==> src/rtl/pad_ctrl_pkg.sv <==
// pad_ctrl_pkg: shared opcodes, sequencer states and the pump phase pattern helper.
package pad_ctrl_pkg;
  localparam int MAX_PHASES = 32;
  typedef enum logic [1:0] {OP_NOP, OP_SET, OP_PUMP, OP_FLUSH} op_e;
  typedef enum logic [2:0] {S_IDLE, S_SET, S_STEP, S_FLUSH, S_FIN} state_e;
  // Closed-valve image for step s: only valve s is open; bits at or above phases stay closed.
  function automatic logic [MAX_PHASES-1:0] phase_pattern(input int s, input int phases);
    for (int i = 0; i < MAX_PHASES; i++) phase_pattern[i] = !(i == s && s < phases);
  endfunction
endpackage

==> src/rtl/pump_phase_gen.sv <==
// pump_phase_gen: phase index and valve image for one peristaltic pump.
module pump_phase_gen import pad_ctrl_pkg::*; #(
  parameter int PHASES = 3
) (
  input  logic              clk,
  input  logic              rst,
  input  logic              clear,
  input  logic              step,
  input  logic              dir,
  input  logic              enable,
  output logic [PHASES-1:0] valves
);
  localparam int IW = $clog2(PHASES);
  localparam logic [IW-1:0] LAST = IW'(PHASES - 1);
  logic [IW-1:0] idx;
  logic rev;
  // clear latches the direction and seeds the first step of the stroke
  always_ff @(posedge clk) begin
    if (rst) begin
      idx <= '0;
      rev <= 1'b0;
    end else if (clear) begin
      idx <= dir ? LAST : '0;
      rev <= dir;
    end else if (step) begin
      idx <= rev ? (idx == '0 ? LAST : idx - 1'b1) : (idx == LAST ? '0 : idx + 1'b1);
    end
  end
  assign valves = enable ? PHASES'(phase_pattern(32'(idx), PHASES)) : '1;
endmodule

==> src/rtl/pad_ctrl_sequencer.sv <==
// pad_ctrl_sequencer: command-driven sequencer for control, pump and flush pad nets.
module pad_ctrl_sequencer import pad_ctrl_pkg::*; #(
  parameter int CTRL_WIDTH = 13,
  parameter int NUM_PUMPS  = 2,
  parameter int PHASES     = 3,
  parameter int FLUSH_SIZE = 22,
  parameter int COUNT_W    = 16,
  parameter int DWELL_W    = 16
) (
  input  logic                        clk,
  input  logic                        rst,
  input  logic                        cmd_valid,
  output logic                        cmd_ready,
  input  logic [1:0]                  cmd_op,
  input  logic [NUM_PUMPS-1:0]        cmd_pump_mask,
  input  logic                        cmd_dir,
  input  logic [COUNT_W-1:0]          cmd_count,
  input  logic [DWELL_W-1:0]          cmd_dwell,
  input  logic [CTRL_WIDTH-1:0]       cmd_data,
  input  logic                        abort,
  output logic [CTRL_WIDTH-1:0]       ctrl_valves,
  output logic [NUM_PUMPS*PHASES-1:0] pump_valves,
  output logic [FLUSH_SIZE-1:0]       flush,
  output logic                        busy,
  output logic                        done,
  output logic                        aborted
);
  localparam int IW = $clog2(PHASES);
  state_e state;
  logic [NUM_PUMPS-1:0] mask_r;
  logic [COUNT_W-1:0] strokes;
  logic [DWELL_W-1:0] dwl, rl;
  logic [CTRL_WIDTH-1:0] data_r;
  logic [IW-1:0] sc;
  logic run, accept, step;
  assign cmd_ready = state == S_IDLE;
  assign busy = state != S_IDLE;
  assign accept = cmd_valid && cmd_ready;
  assign step = state == S_STEP && run && !abort && dwl == '0;
  always_ff @(posedge clk) begin
    if (rst) begin
      state <= S_IDLE;
      ctrl_valves <= '0;
      flush <= '0;
      done <= 1'b0;
      aborted <= 1'b0;
      run <= 1'b0;
      mask_r <= '0;
      strokes <= '0;
      dwl <= '0;
      rl <= '0;
      data_r <= '0;
      sc <= '0;
    end else begin
      done <= 1'b0;
      aborted <= 1'b0;
      case (state)
        S_IDLE: if (accept) begin
          mask_r <= cmd_pump_mask;
          strokes <= cmd_count;
          data_r <= cmd_data;
          sc <= '0;
          dwl <= cmd_dwell == '0 ? '0 : cmd_dwell - 1'b1;
          rl <= cmd_dwell == '0 ? '0 : cmd_dwell - 1'b1;
          // an empty pump command still passes through STEP so done keeps its two-cycle latency
          run <= cmd_op == OP_PUMP && cmd_count != '0 && |cmd_pump_mask;
          flush <= cmd_op == OP_FLUSH ? FLUSH_SIZE'(1) : '0;
          state <= cmd_op == OP_SET ? S_SET : cmd_op == OP_PUMP ? S_STEP :
                   cmd_op == OP_FLUSH ? S_FLUSH : S_IDLE;
        end
        S_SET: begin
          if (!abort) ctrl_valves <= data_r;
          aborted <= abort;
          done <= 1'b1;
          state <= S_FIN;
        end
        S_STEP: if (abort || !run) begin
          run <= 1'b0;
          aborted <= abort;
          done <= 1'b1;
          state <= S_FIN;
        end else if (dwl != '0) begin
          dwl <= dwl - 1'b1;
        end else begin
          dwl <= rl;
          sc <= sc == IW'(PHASES - 1) ? '0 : sc + 1'b1;
          if (sc == IW'(PHASES - 1)) begin
            strokes <= strokes - 1'b1;
            if (strokes == COUNT_W'(1)) begin
              run <= 1'b0;
              done <= 1'b1;
              state <= S_FIN;
            end
          end
        end
        S_FLUSH: if (abort || (dwl == '0 && flush[FLUSH_SIZE-1])) begin
          flush <= '0;
          aborted <= abort;
          done <= 1'b1;
          state <= S_FIN;
        end else if (dwl != '0) begin
          dwl <= dwl - 1'b1;
        end else begin
          dwl <= rl;
          flush <= flush << 1;
        end
        S_FIN: state <= S_IDLE;
        default: state <= S_IDLE;
      endcase
    end
  end
  for (genvar p = 0; p < NUM_PUMPS; p++) begin : g_pump
    pump_phase_gen #(.PHASES(PHASES)) u_gen (
      .clk(clk),
      .rst(rst),
      .clear(accept),
      .step(step),
      .dir(cmd_dir),
      .enable(run && mask_r[p]),
      .valves(pump_valves[p*PHASES +: PHASES])
    );
  end
endmodule

==> config.mk <==
export PLATFORM = sky130hd
export DESIGN_NAME = pad_ctrl_sequencer
export DESIGN_NICKNAME = d
export VERILOG_FILES = /design/src/rtl/pad_ctrl_pkg.sv /design/src/rtl/pump_phase_gen.sv /design/src/rtl/pad_ctrl_sequencer.sv
export SDC_FILE = /design/constraint.sdc
export NUM_CORES = 1
export LEC_CHECK = 0
export CAP_MARGIN = 20
export CORE_ASPECT_RATIO = 1.25
export CORE_UTILIZATION = 40
export DETAILED_ROUTE_END_ITERATION = 12
export GPL_ROUTABILITY_DRIVEN = 0
export SLEW_MARGIN = 20
export SYNTH_ARGS = -nofsm -noshare
export SYNTH_HDL_FRONTEND = slang
export SYNTH_SLANG_ARGS = --single-unit
==> constraint.sdc <==
create_clock -name clk -period 7.55 [get_ports clk]
set_clock_uncertainty 0.1 [all_clocks]
set_input_delay 1.51 -clock clk [delete_from_list [all_inputs] [get_ports clk]]
set_output_delay 1.51 -clock clk [all_outputs]
set_load 0.03 [all_outputs]
==> key figures, run 1 <==
Outcome
  – Outcome: finished, final reports clean

Placed design
  – Pre-CTS WS: about 3000 ps
  – Port Buf Inserts: 98
  – Post-DP HPWL: roughly 11,000 um
  – Post-DP Area: a little under 7000 um2

Global routing
  – First-pass GRT wire length: around 26,000 um
  – Number of global-route vias before repair: approximately 5,400
  – Initial antenna violation count: 0
  – Gr ovfl total: 0
  – Total Routing Usage GR: 22.4%
  – Largest net degree at the start of global routing: 53

Detailed routing
  – DR vias/cell: just under 6
  – DRT Pass-1 Iters: 5
  – First DRT Iteration DRCs: between 300 and 400
  – Detail Route Antenna Nets: 0
  – Drt drc: 0
  – DRT Wirelength: between 15,000 and 20,000 um
  – DR vias: between 5,000 and 6,000
  – WL/cell: around 17 um

Logic synthesis
  – Yosys warnings: 0
  – Top cells by area, synth: dfxtp_1 39%, nand2_1 8.7%, a21oi_1 7.8%
  – Yosys top cell area share: approximately two fifths
  – Syn_nets: 806
  – Number of synthesized flops with an enable pin: 0
  – Fraction of registers with async set or reset after synthesis: 0%
  – Mean Syn Cell Area: slightly below 8 um2
  – Syn Std Cell Area: 5750 um2
  – Yosys cell types: 58
  – Synthesized instance count: 735
  – Top_reg_cell synth: dfxtp_1
  – Sequential area share after synthesis: 38.6%
  – Yosys top cell by area: dfxtp_1
  – Yosys reg bits: 111

Worst setup path
  – Worst EP required: between 7000 and 8000 ps
  – CP Launch Type: primary input
  – Crit-path cells: clkdlybuf4s50_1, or4_1, nor4_1, a21oi_1, a22oi_1, a211oi_2
  – Crit path max-delay family: simple AND/OR/NAND/NOR gates
  – Register-to-Register Path Depth: 7
  – Crit. Startpoint: cmd_dwell[2]
  – Worst Path Arrival: 4290 ps
  – WS Path Type: primary input to flip-flop
  – Crit. End Element: flip-flop
  – Worst r2r src: dwl[0]
  – Critical path buffers and inverters: 1
  – Worst path depth: 6
  – R2r setup slk: roughly 3600 ps
  – Crit path max-delay cell type: nor4_1
  – Crit-path max FO: 11
  – Slowest Stage Delay on Critical Path: about 770 ps
  – Worst reg2reg path endpoint: flush[12]

Clocking
  – Clk buf depth: 2
  – Post-CTS Setup Inserts: 0
  – Sink Count: 111
  – Clk_lat worst skew: between 300 and 400 ps
  – TritonCTS Buffers: 9
  – Clock Tree Root: clkbuf_16
  – Htree depth: 3
  – CTS-repair resized insts: 0
  – CTS tree: yes
  – Hold Buf Count CTS: 0
  – Worst-path clk slew: around 80 ps

Timing
  – Final setup margin: about 3400 ps
  – Tmin final: approximately 4200 ps
  – Rel. slew slack: about 30%
  – Worst slew pin tran: around 1000 ps
  – Fmax: 239 MHz
  – Final Hold Viols: 0
  – RSZ-0062 raised after global routing: no
  – Ratio of final minimum period to clock period: between 50 and 60%
  – Fin. max-slew vios: 0
  – Final setup fails: 0
  – Setup TNS: 0 ps

Final layout
  – Nets: just under 900
  – Diodes inserted: 0
  – Design area: 7090 um2
  – Share of layout cells above drive strength 1: 5.82%
  – Layout area overhead: 23.2%
  – Fillers: around 1,400

Min path
  – Worst hold path startpoint: data_r[8]
  – Worst hold endpoint: ctrl_valves[8]
  – Worst hold stages: 2
  – Hold Path Class: flip-flop to flip-flop

Floorplan
  – # IOs: 99
  – Core Box Area: 13,900 um2
  – Die Width: 109 um
  – Num rows: 48
  – Initial Util: around 41%
  – Die Ht: about 140 um
  – DIE AREA: about 15,000 um2

Power and ir drop
  – Leak Pwr: approximately 2.5 nW
  – Overall Power: between 1 and 1.5 mW
  – Worst VDD drop: 0.000135 V
  – PD cells: 209 nW/um2

Run
  – Maximum capacitance violations: 0
-- where the power goes --
part / switching [mW] / internal (mW)
logic: 0.212 / 0.131
registers: 0.0361 / 0.623
clock network: 0.242 / 0.235
-- metrics by stage --
stage / utilization (%) / instances / hold WS (ps)
final: 50.9 / 982 / 351
after CTS: 50.9 / 982 / 355
after floorplan: - / 735 / 332
after detailed placement: 48.7 / 966 / 344
after global placement: 48.7 / 966 / 339
after global routing: 50.9 / 982 / 382
-- worst register-to-register path, stage by stage, from the launching register on --
cell     delay [ps]
dfxtp_1         360
inv_1            70
ha_1            180
or3b_1          530
or4_4           720
nor2_1          630
nand4_1         900
o22ai_1         380
-- area by class of cell --
class                           count  area, um2  area share, %
Sequential cell                   111       2220           31.3
Timing Repair Buffer              106       1040           14.6
Tap cell                          175        219           3.09
Clock inverter                      7       72.6           1.02
Inverter                           16       60.1          0.847
Multi-Input combinational cell    558       3250           45.9
Clock buffer                        9        225           3.18
-- routing by layer --
| metal | up-vias | track usage (%) | routed length [um] |
|---|---|---|---|
| met3 | 19 | 3.69 | 869 |
| met4 | 0 | 7.93 | 235 |
| met1 | 2699 | 27.5 | 6980 |
| met5 | - | 0 | 0 |
| li1 | 2794 | - | - |
| met2 | 161 | 39.0 | 8150 |
-- flip-flops by register name (all words and copies together), names as in the netlist --
register / cells
aborted: 1
g_pump.u_gen.rev: 1
ctrl_valves: 13
data_r: 13
dwl: 16
strokes: 16
sc: 2
g_pump.u_gen.idx: 4
flush: 22
rl: 16
mask_r: 2
done: 1
state: 3
run: 1
-- Yosys cell counts (all sizes together), types with 2 or more instances --
| library cell | count |
|---|---|
| or3b | 3 |
| a211oi | 6 |
| dfxtp | 111 |
| mux2 | 3 |
| o211ai | 7 |
| a311oi | 17 |
| nand3 | 22 |
| or4 | 9 |
| nor2 | 45 |
| inv | 15 |
| nand4 | 11 |
| a21o | 3 |
| xnor2 | 12 |
| and2 | 7 |
| a21oi | 90 |
| nor2b | 5 |
| or3 | 7 |
| and3b | 2 |
| xor2 | 6 |
| a211o | 3 |
| o21ai | 40 |
| a22oi | 10 |
| o22ai | 21 |
| o31ai | 4 |
| nand2b | 4 |
| nor3 | 22 |
| clkbuf | 45 |
| ha | 17 |
| o41ai | 2 |
| nor4b | 3 |
| o32ai | 2 |
| nor3b | 2 |
| nand2 | 133 |
| buf | 5 |
| a31oi | 3 |
| a32o | 3 |
| o21a | 6 |
| nor4 | 16 |
-- cell usage in the layout, fill, tap and decap left out, drive strengths merged, types with 10 or more instances in the layout --
cell type | netlist | routed
a21oi | 90 | 90
a22oi | 10 | 10
a311oi | 17 | 17
clkdlybuf4s50 | 0 | 97
dfxtp | 111 | 111
ha | 17 | 17
inv | 15 | 19
nand2 | 133 | 133
nand3 | 22 | 22
nand4 | 11 | 11
nor2 | 45 | 45
nor3 | 22 | 22
nor4 | 16 | 16
o21ai | 40 | 40
o22ai | 21 | 21
xnor2 | 12 | 12
-- cell families (layout without fill, tap and decap cells) --
group	after synthesis	in the layout	synth area share, %
adders and majority gates	17	17	3.70
buffers and inverters	66	138	4.83
muxes	4	4	0.761
and+or+nand+nor	294	294	24.3
xor gates and xnor gates	18	18	2.74
DFF	111	111	38.6
AOI/OAI and AO/OA	225	225	25.1
-- worst max-delay path by stage --
stage / endpoint / slack, ps
CTS: dwl[10] / 3450
global placement: dwl[10] / 3160
global route: dwl[10] / 3160
detailed placement: dwl[10] / 3090
floorplan: dwl[12] / 4020
finish: dwl[10] / 3360
(Power assumes the default switching activity.)
==> run 2, diff against run 1 <==
PLACE_DENSITY = 0.66   (was default)
clock period = 3.4 ns   (was 7.55 ns; I/O delays follow)
==> run 2 against run 1 <==
Net effect: first-iteration DRC count is 27% higher; critical path depth grew 1; combinational power up 130%; clock power up 130%; sequential share of layout area shrank 0.53 points; power up 130%; via count is 3.0% higher; highest routed layer unchanged; cell area up 1.7%; worst setup slack got worse by 3000 ps; non-clock buffer count increased by 15.
==> key figures, run 2 (synthesized netlist as in run 1, its figures left out) <==
Clocking
  – Hold Buf Count CTS: 0 (unchanged)
  – TritonCTS Buffers: 9 (unchanged)
  – Clk_lat worst skew: 360 ps (about the same)
  – Sink Count: 111 (unchanged)
  – Clock Tree Root: clkbuf_16
  – Post-CTS Setup Inserts: 0 (unchanged)
  – CTS tree: yes
  – Worst-path clk slew: 80 ps (about the same)
  – CTS-repair resized insts: 0 (unchanged)
  – Htree depth: 3 (unchanged)
  – Clk buf depth: 2 (unchanged)

Floorplan
  – Die Width: 109 um (unchanged)
  – Num rows: 48 (unchanged)
  – Die Ht: 136 um (unchanged)
  – DIE AREA: 14,900 um2 (unchanged)
  – # IOs: 99 (unchanged)
  – Core Box Area: 13,900 um2 (unchanged)
  – Initial Util: 41.3% (unchanged)

Final layout
  – Layout area overhead: 25.4%
  – Nets: 888 (+1.7%)
  – Diodes inserted: 0 (unchanged)
  – Fillers: 1,362 (-4.4%)
  – Commonest cells after routing, fill and taps aside: 133 x nand2_1, 111 x dfxtp_1, 97 x clkdlybuf4s50_1, 90 x a21oi_1, 45 x nor2_1
  – Multi-input gate area: 3250 um2 (about the same)
  – Share of layout cells above drive strength 1: 7.42% (+1.6 points)
  – Most frequent standard cell in the layout excluding fill and tap cells: nand2_1
  – Design area: 7210 um2 (+1.7%)
  – Largest register FFs: 22 (unchanged)
  – Largest register by flop count: flush
  – Register Area: 2220 um2 (unchanged)

Global routing
  – Number of global-route vias before repair: 5,755 (+6.6%)
  – Initial antenna violation count: 0 (unchanged)
  – Total Routing Usage GR: 23.0% (+0.55 points)
  – Largest net degree at the start of global routing: 53 (unchanged)
  – Gr ovfl total: 0 (unchanged)
  – First-pass GRT wire length: 27,100 um (+2.7%)

Detailed routing
  – Drt drc: 0 (unchanged)
  – DRT Pass-1 Iters: 7 (+2)
  – DR vias/cell: 5.86 (+1.5%)
  – WL/cell: 16.8 um (+1.7%)
  – First DRT Iteration DRCs: 420 (+27%)
  – Detail Route Antenna Nets: 0 (unchanged)
  – DRT Wirelength: 16,800 um (+3.2%)
  – DR vias: 5,845 (+3.0%)

Worst setup path
  – Worst reg2reg path endpoint: dwl[4]
  – Worst Path Arrival: 3180 ps (-1110 ps)
  – Register-to-Register Path Depth: 7 (unchanged)
  – Crit-path max FO: 17 (+6)
  – Worst r2r src: dwl[0]
  – R2r setup slk: 390 ps (-3190 ps)
  – WS Path Type: flip-flop to flip-flop
  – CP Launch Type: flip-flop
  – Crit. End Element: flip-flop
  – Worst EP required: 3560 ps (-4100 ps)

Placed design
  – Post-DP HPWL: 12,000 um (+6.9%)
  – Pre-CTS WS: 369 ps (-2720 ps)
  – Port Buf Inserts: 98 (unchanged)
  – Post-DP Area: 6900 um2 (+1.7%)

Timing
  – Ratio of final minimum period to clock period: 88.7%
  – Final setup margin: 385 ps (-2980 ps)
  – Final setup fails: 0 (unchanged)
  – Final Hold Viols: 0 (unchanged)
  – Worst slew pin tran: 819 ps (-222 ps)
  – Fin. max-slew vios: 0 (unchanged)
  – Fmax: around 330 MHz
  – Setup TNS: 0 ps (unchanged)
  – Rel. slew slack: 44.9% (+15 points)
  – Tmin final: 3010 ps
  – RSZ-0062 raised after global routing: no

Power and ir drop
  – Worst VDD drop: 0.000243 V (+80%)
  – Psw: 1.11 mW (+130%)
  – PD cells: 462 nW/um2 (+120%)
  – Flop pwr share: 44.0% (-0.6 points)
  – Leak Pwr: 2.53 nW (+3.1%)
  – Internal: 2.22 mW (+120%)
  – Comb power frac: 23.4% (+0.2 points)
  – Clock power share: 32.6% (+0.3 points)
  – Switching Fraction: 33.3% (+0.23 points)

Min path
  – Worst hold endpoint: ctrl_valves[12]
  – Hold Path Class: flip-flop to flip-flop
  – Worst hold path startpoint: data_r[12]
  – Worst hold stages: 2 (unchanged)

Run
  – Maximum capacitance violations: 0 (unchanged)

Outcome
  – Outcome: finished, final reports clean
-- run 2: how the worst max path moves through the flow --
stage | startpoint | endpoint | slack (ps) | cells past startpoint
after global routing | dwl[1] | dwl[4] | 250 | 7
after detailed placement | cmd_dwell[0] | dwl[15] | 370 | 8
after floorplan | dwl[0] | dwl[11] | 430 | 11
after global placement | cmd_dwell[0] | dwl[15] | 450 | 8
final | dwl[0] | dwl[4] | 390 | 7
after CTS | dwl[0] | dwl[4] | 390 | 7
-- run 2: area by class of cell --
| class | instances | area share (%) |
|---|---|---|
| Clock inverter | 7 | 1.16 |
| Inverter | 16 | 0.833 |
| Sequential cell | 111 | 30.8 |
| Multi-Input combinational cell | 558 | 45.1 |
| Tap cell | 175 | 3.04 |
| Timing Repair Buffer | 121 | 15.9 |
| Clock buffer | 9 | 3.12 |
-- run 2: layer usage --
layer | GRT usage, % | vias up | routed length, um
li1 | - | 2825 | -
met1 | 26.7 | 2780 | 6940
met2 | 40.3 | 203 | 8560
met3 | 4.75 | 37 | 888
met4 | 9.70 | 0 | 367
met5 | 0 | - | 0
-- run 2: metrics by stage --
step	std cells	hold slack [ps]	util, %	total power [mW]
global route	997	377	51.8	3.50
floorplan	735	332	-	2.01
finish	997	355	51.8	3.33
CTS	997	358	51.8	3.34
detailed placement	981	345	49.5	2.27
global placement	981	338	49.5	2.24
-- run 2: power by group through the flow --
stage | Combinational [mW] | Clock (mW) | Sequential, mW
6_report | 0.779 | 1.09 | 1.47
5_1_grt | 0.861 | 1.16 | 1.48
4_1_cts | 0.775 | 1.10 | 1.46
3_5_place_dp | 0.770 | 0 | 1.49
3_3_place_gp | 0.755 | 0 | 1.49
2_1_floorplan | 0.538 | 0 | 1.47
-- run 2: critical path, stage by stage, from the launching register on --
cell      delay [ps]
dfxtp_1          340
inv_1             60
ha_1             160
or3b_1           370
or4_4            650
or4_4            680
and2_4           300
a311oi_1         250
==> run 3, diff against run 2 <==
ABC_AREA = 1   (was default)
PLACE_DENSITY = default   (was 0.66)
==> run 3 against run 2 <==
Net effect: non-clock buffer count fell by 15; sequential power increased by 23%; cell count is 39% higher; critical path depth down 3; area after synthesis up 19%; critical endpoint is now pump_valves[3]; largest cell class unchanged.
==> key figures, run 3 <==
Final layout
  – Nets: 1,233 (+39%)
  – Largest register by flop count: flush
  – Diodes inserted: 0 (unchanged)
  – Fillers: 1,775 (+30%)
  – Design area: 8180 um2 (+13%)
  – Share of layout cells above drive strength 1: 5.66% (-1.8 points)
  – Multi-input gate area: 3900 um2 (+20%)
  – Register Area: 2220 um2 (unchanged)
  – Largest register FFs: 22 (unchanged)
  – Most frequent standard cell in the layout excluding fill and tap cells: nand2_1
  – Commonest cells after routing, fill and taps aside: 297 x nand2_1, 191 x nor2_1, 113 x inv_1, 111 x dfxtp_1, 100 x nand3_1
  – Layout area overhead: 19.9%

Worst setup path
  – Critical path buffers and inverters: 2 (+1)
  – Worst Path Arrival: 1860 ps (-1320 ps)
  – Worst setup path endpoint: pump_valves[3]
  – CP Launch Type: flip-flop
  – Worst reg2reg path endpoint: dwl[11]
  – Crit path max-delay family: buffers and inverters
  – Worst EP required: 2620 ps (-940 ps)
  – Register-to-Register Path Depth: 9 (+2)
  – Crit. End Element: primary output
  – WS Path Type: flip-flop to primary output
  – Crit-path cells: inv_1, ha_1, nand3_1, clkdlybuf4s50_1
  – Crit. Startpoint: g_pump[1].u_gen.idx[0]
  – Crit path max-delay cell type: clkdlybuf4s50_1
  – Slowest Stage Delay on Critical Path: 700 ps (+20 ps)
  – Worst r2r src: state[2]
  – R2r setup slk: 970 ps (+580 ps)
  – Crit-path max FO: 4 (-13)
  – Worst path depth: 4 (-3)

Global routing
  – Largest net degree at the start of global routing: 58 (+9.4%)
  – Number of global-route vias before repair: 6,403 (+11%)
  – Gr ovfl total: 0 (unchanged)
  – Total Routing Usage GR: 21.4% (-1.5 points)
  – First-pass GRT wire length: 30,500 um (+12%)
  – Initial antenna violation count: 0 (unchanged)

Timing
  – RSZ-0062 raised after global routing: no
  – Final setup fails: 0 (unchanged)
  – Final Hold Viols: 0 (unchanged)
  – Fin. max-slew vios: 0 (unchanged)
  – Setup TNS: 0 ps (unchanged)
  – Fin Hold WS: 361 ps (+6.04 ps)
  – Rel. slew slack: 54.3% (+9.4 points)
  – Worst slew pin tran: 683 ps (-136 ps)
  – Tmin final: 2640 ps (-375 ps)
  – Fmax: 379 MHz (+14%)
  – Ratio of final minimum period to clock period: 77.7% (-11 points)

Logic synthesis
  – Synthesized instance count: 1,094 (+49%)
  – Number of synthesized flops with an enable pin: 0 (unchanged)
  – Top cells by area, synth: dfxtp_1 33%, nand2_1 16%, nor2_1 11%
  – Yosys top cell area share: 32.6% (-6.1 points)
  – Yosys top cell by area: dfxtp_1
  – Yosys cell types: 40 (-31%)
  – Top-count cell post-synth: nand2_1
  – Syn_nets: 1,165 (+45%)
  – Sequential area share after synthesis: 32.6% (-6.1 points)
  – Synth top cells by count: 297 x nand2_1, 191 x nor2_1, 114 x inv_1
  – Fraction of registers with async set or reset after synthesis: 0% (unchanged)
  – Yosys warnings: 0 (unchanged)
  – Syn Std Cell Area: 6820 um2 (+19%)
  – Yosys reg bits: 111 (unchanged)
  – Top_reg_cell synth: dfxtp_1
  – Mean Syn Cell Area: 6.24 um2 (-20%)

Clocking
  – Clock Tree Root: clkbuf_16
  – CTS-repair resized insts: 0 (unchanged)
  – Htree depth: 3 (unchanged)
  – TritonCTS Buffers: 9 (unchanged)
  – Sink Count: 111 (unchanged)
  – Clk buf depth: 2 (unchanged)
  – Worst-path clk slew: 80 ps (about the same)
  – Clk_lat worst skew: 370 ps (about the same)
  – CTS tree: yes
  – Hold Buf Count CTS: 0 (unchanged)
  – Post-CTS Setup Inserts: 0 (unchanged)

Floorplan
  – Core Box Area: 16,800 um2 (+20%)
  – Die Ht: 148 um (+8.8%)
  – Initial Util: 40.7% (-0.62 points)
  – Die Width: 119 um (+8.7%)
  – # IOs: 99 (unchanged)
  – Num rows: 53 (+10%)
  – DIE AREA: 17,600 um2 (+18%)

Placed design
  – Post-DP HPWL: 13,100 um (+8.6%)
  – Port Buf Inserts: 98 (unchanged)
  – Post-DP Area: 7880 um2 (+14%)

Detailed routing
  – Drt drc: 0 (unchanged)
  – Detail Route Antenna Nets: 0 (unchanged)
  – First DRT Iteration DRCs: 368 (-12%)
  – WL/cell: 13.1 um (-22%)
  – DRT Pass-1 Iters: 5 (-2)
  – DRT Wirelength: 18,100 um (+8.2%)
  – DR vias/cell: 4.93 (-16%)
  – DR vias: 6,831 (+17%)

Power and ir drop
  – PD cells: 670 nW/um2 (+45%)
  – Leak Pwr: 3.60 nW (+42%)
  – Worst VDD drop: 0.000286 V (+18%)

Run
  – Maximum capacitance violations: 0 (unchanged)

Min path
  – Hold Path Class: flip-flop to flip-flop

Outcome
  – Outcome: finished, final reports clean
## run 3: cell types whose count changed after synthesis, sizes merged, moves of 9 or more
| cell | before | now |
|---|---|---|
| nor2 | 45 | 204 |
| a311oi | 17 | 0 |
| nand2 | 133 | 306 |
| a21oi | 90 | 68 |
| nor3 | 22 | 6 |
| clkbuf | 45 | 22 |
| or4 | 9 | 0 |
| nor4 | 16 | 0 |
| o22ai | 21 | 0 |
| inv | 15 | 116 |
| a22oi | 10 | 0 |
| nand4 | 11 | 37 |
| buf | 5 | 27 |
| nand3 | 22 | 106 |
## run 3: tightest hold or removal path: stages (launching register included)
cell	delay, ps
dfxtp_1	300
inv_1	60
a211oi_1	60
## run 3: metrics by stage
step	util (%)	worst slack (ps)	total power [mW]	cells
floorplan	-	1490	3.77	1094
global placement	47.0	749	4.40	1371
CTS	48.8	736	5.52	1387
global route	48.8	703	5.95	1387
detailed placement	47.0	699	4.42	1371
finish	48.8	760	5.48	1387
## run 3: area by class of cell
class                           instances  share of cell area, %
Tap cell                              220                   3.36
Timing Repair Buffer                  106                   12.7
Clock buffer                           10                   2.92
Clock inverter                          6                  0.734
Inverter                              119                   5.49
Sequential cell                       111                   27.2
Multi-Input combinational cell        815                   47.7
## run 3: how the worst min path moves through the flow
| stage | from | endpoint | slack (ps) | cells past startpoint |
|---|---|---|---|---|
| 5_1_grt | data_r[7] | data_r[7] | 380 | 2 |
| 4_1_cts | ctrl_valves[12] | ctrl_valves[12] | 370 | 2 |
| 3_3_place_gp | rl[3] | rl[3] | 350 | 2 |
| 2_1_floorplan | rl[3] | rl[3] | 340 | 2 |
| 6_report | rl[3] | rl[3] | 360 | 2 |
| 3_5_place_dp | rl[3] | rl[3] | 350 | 2 |
## run 3: cells by family after synthesis
group | Yosys count | synth area share [%]
xor+xnor | 14 | 1.80
buf+inv | 168 | 10.3
fa+ha+maj | 17 | 3.12
simple gates | 665 | 42.9
compound gates | 119 | 9.33
flops | 111 | 32.6
## run 3: per-layer routing
metal	wire, um	vias up	GRT usage [%]
met5	0	-	0
met4	439	0	8.86
met3	453	24	1.85
met2	9130	116	38.6
met1	8100	3084	26.1
li1	-	3607	-
## run 3: power breakdown
part | internal [mW] | leakage, nW | switching, mW
registers | 1.57 | 0.912 | 0.244
logic | 0.885 | 2.54 | 1.70
clock network | 0.540 | 0.149 | 0.549
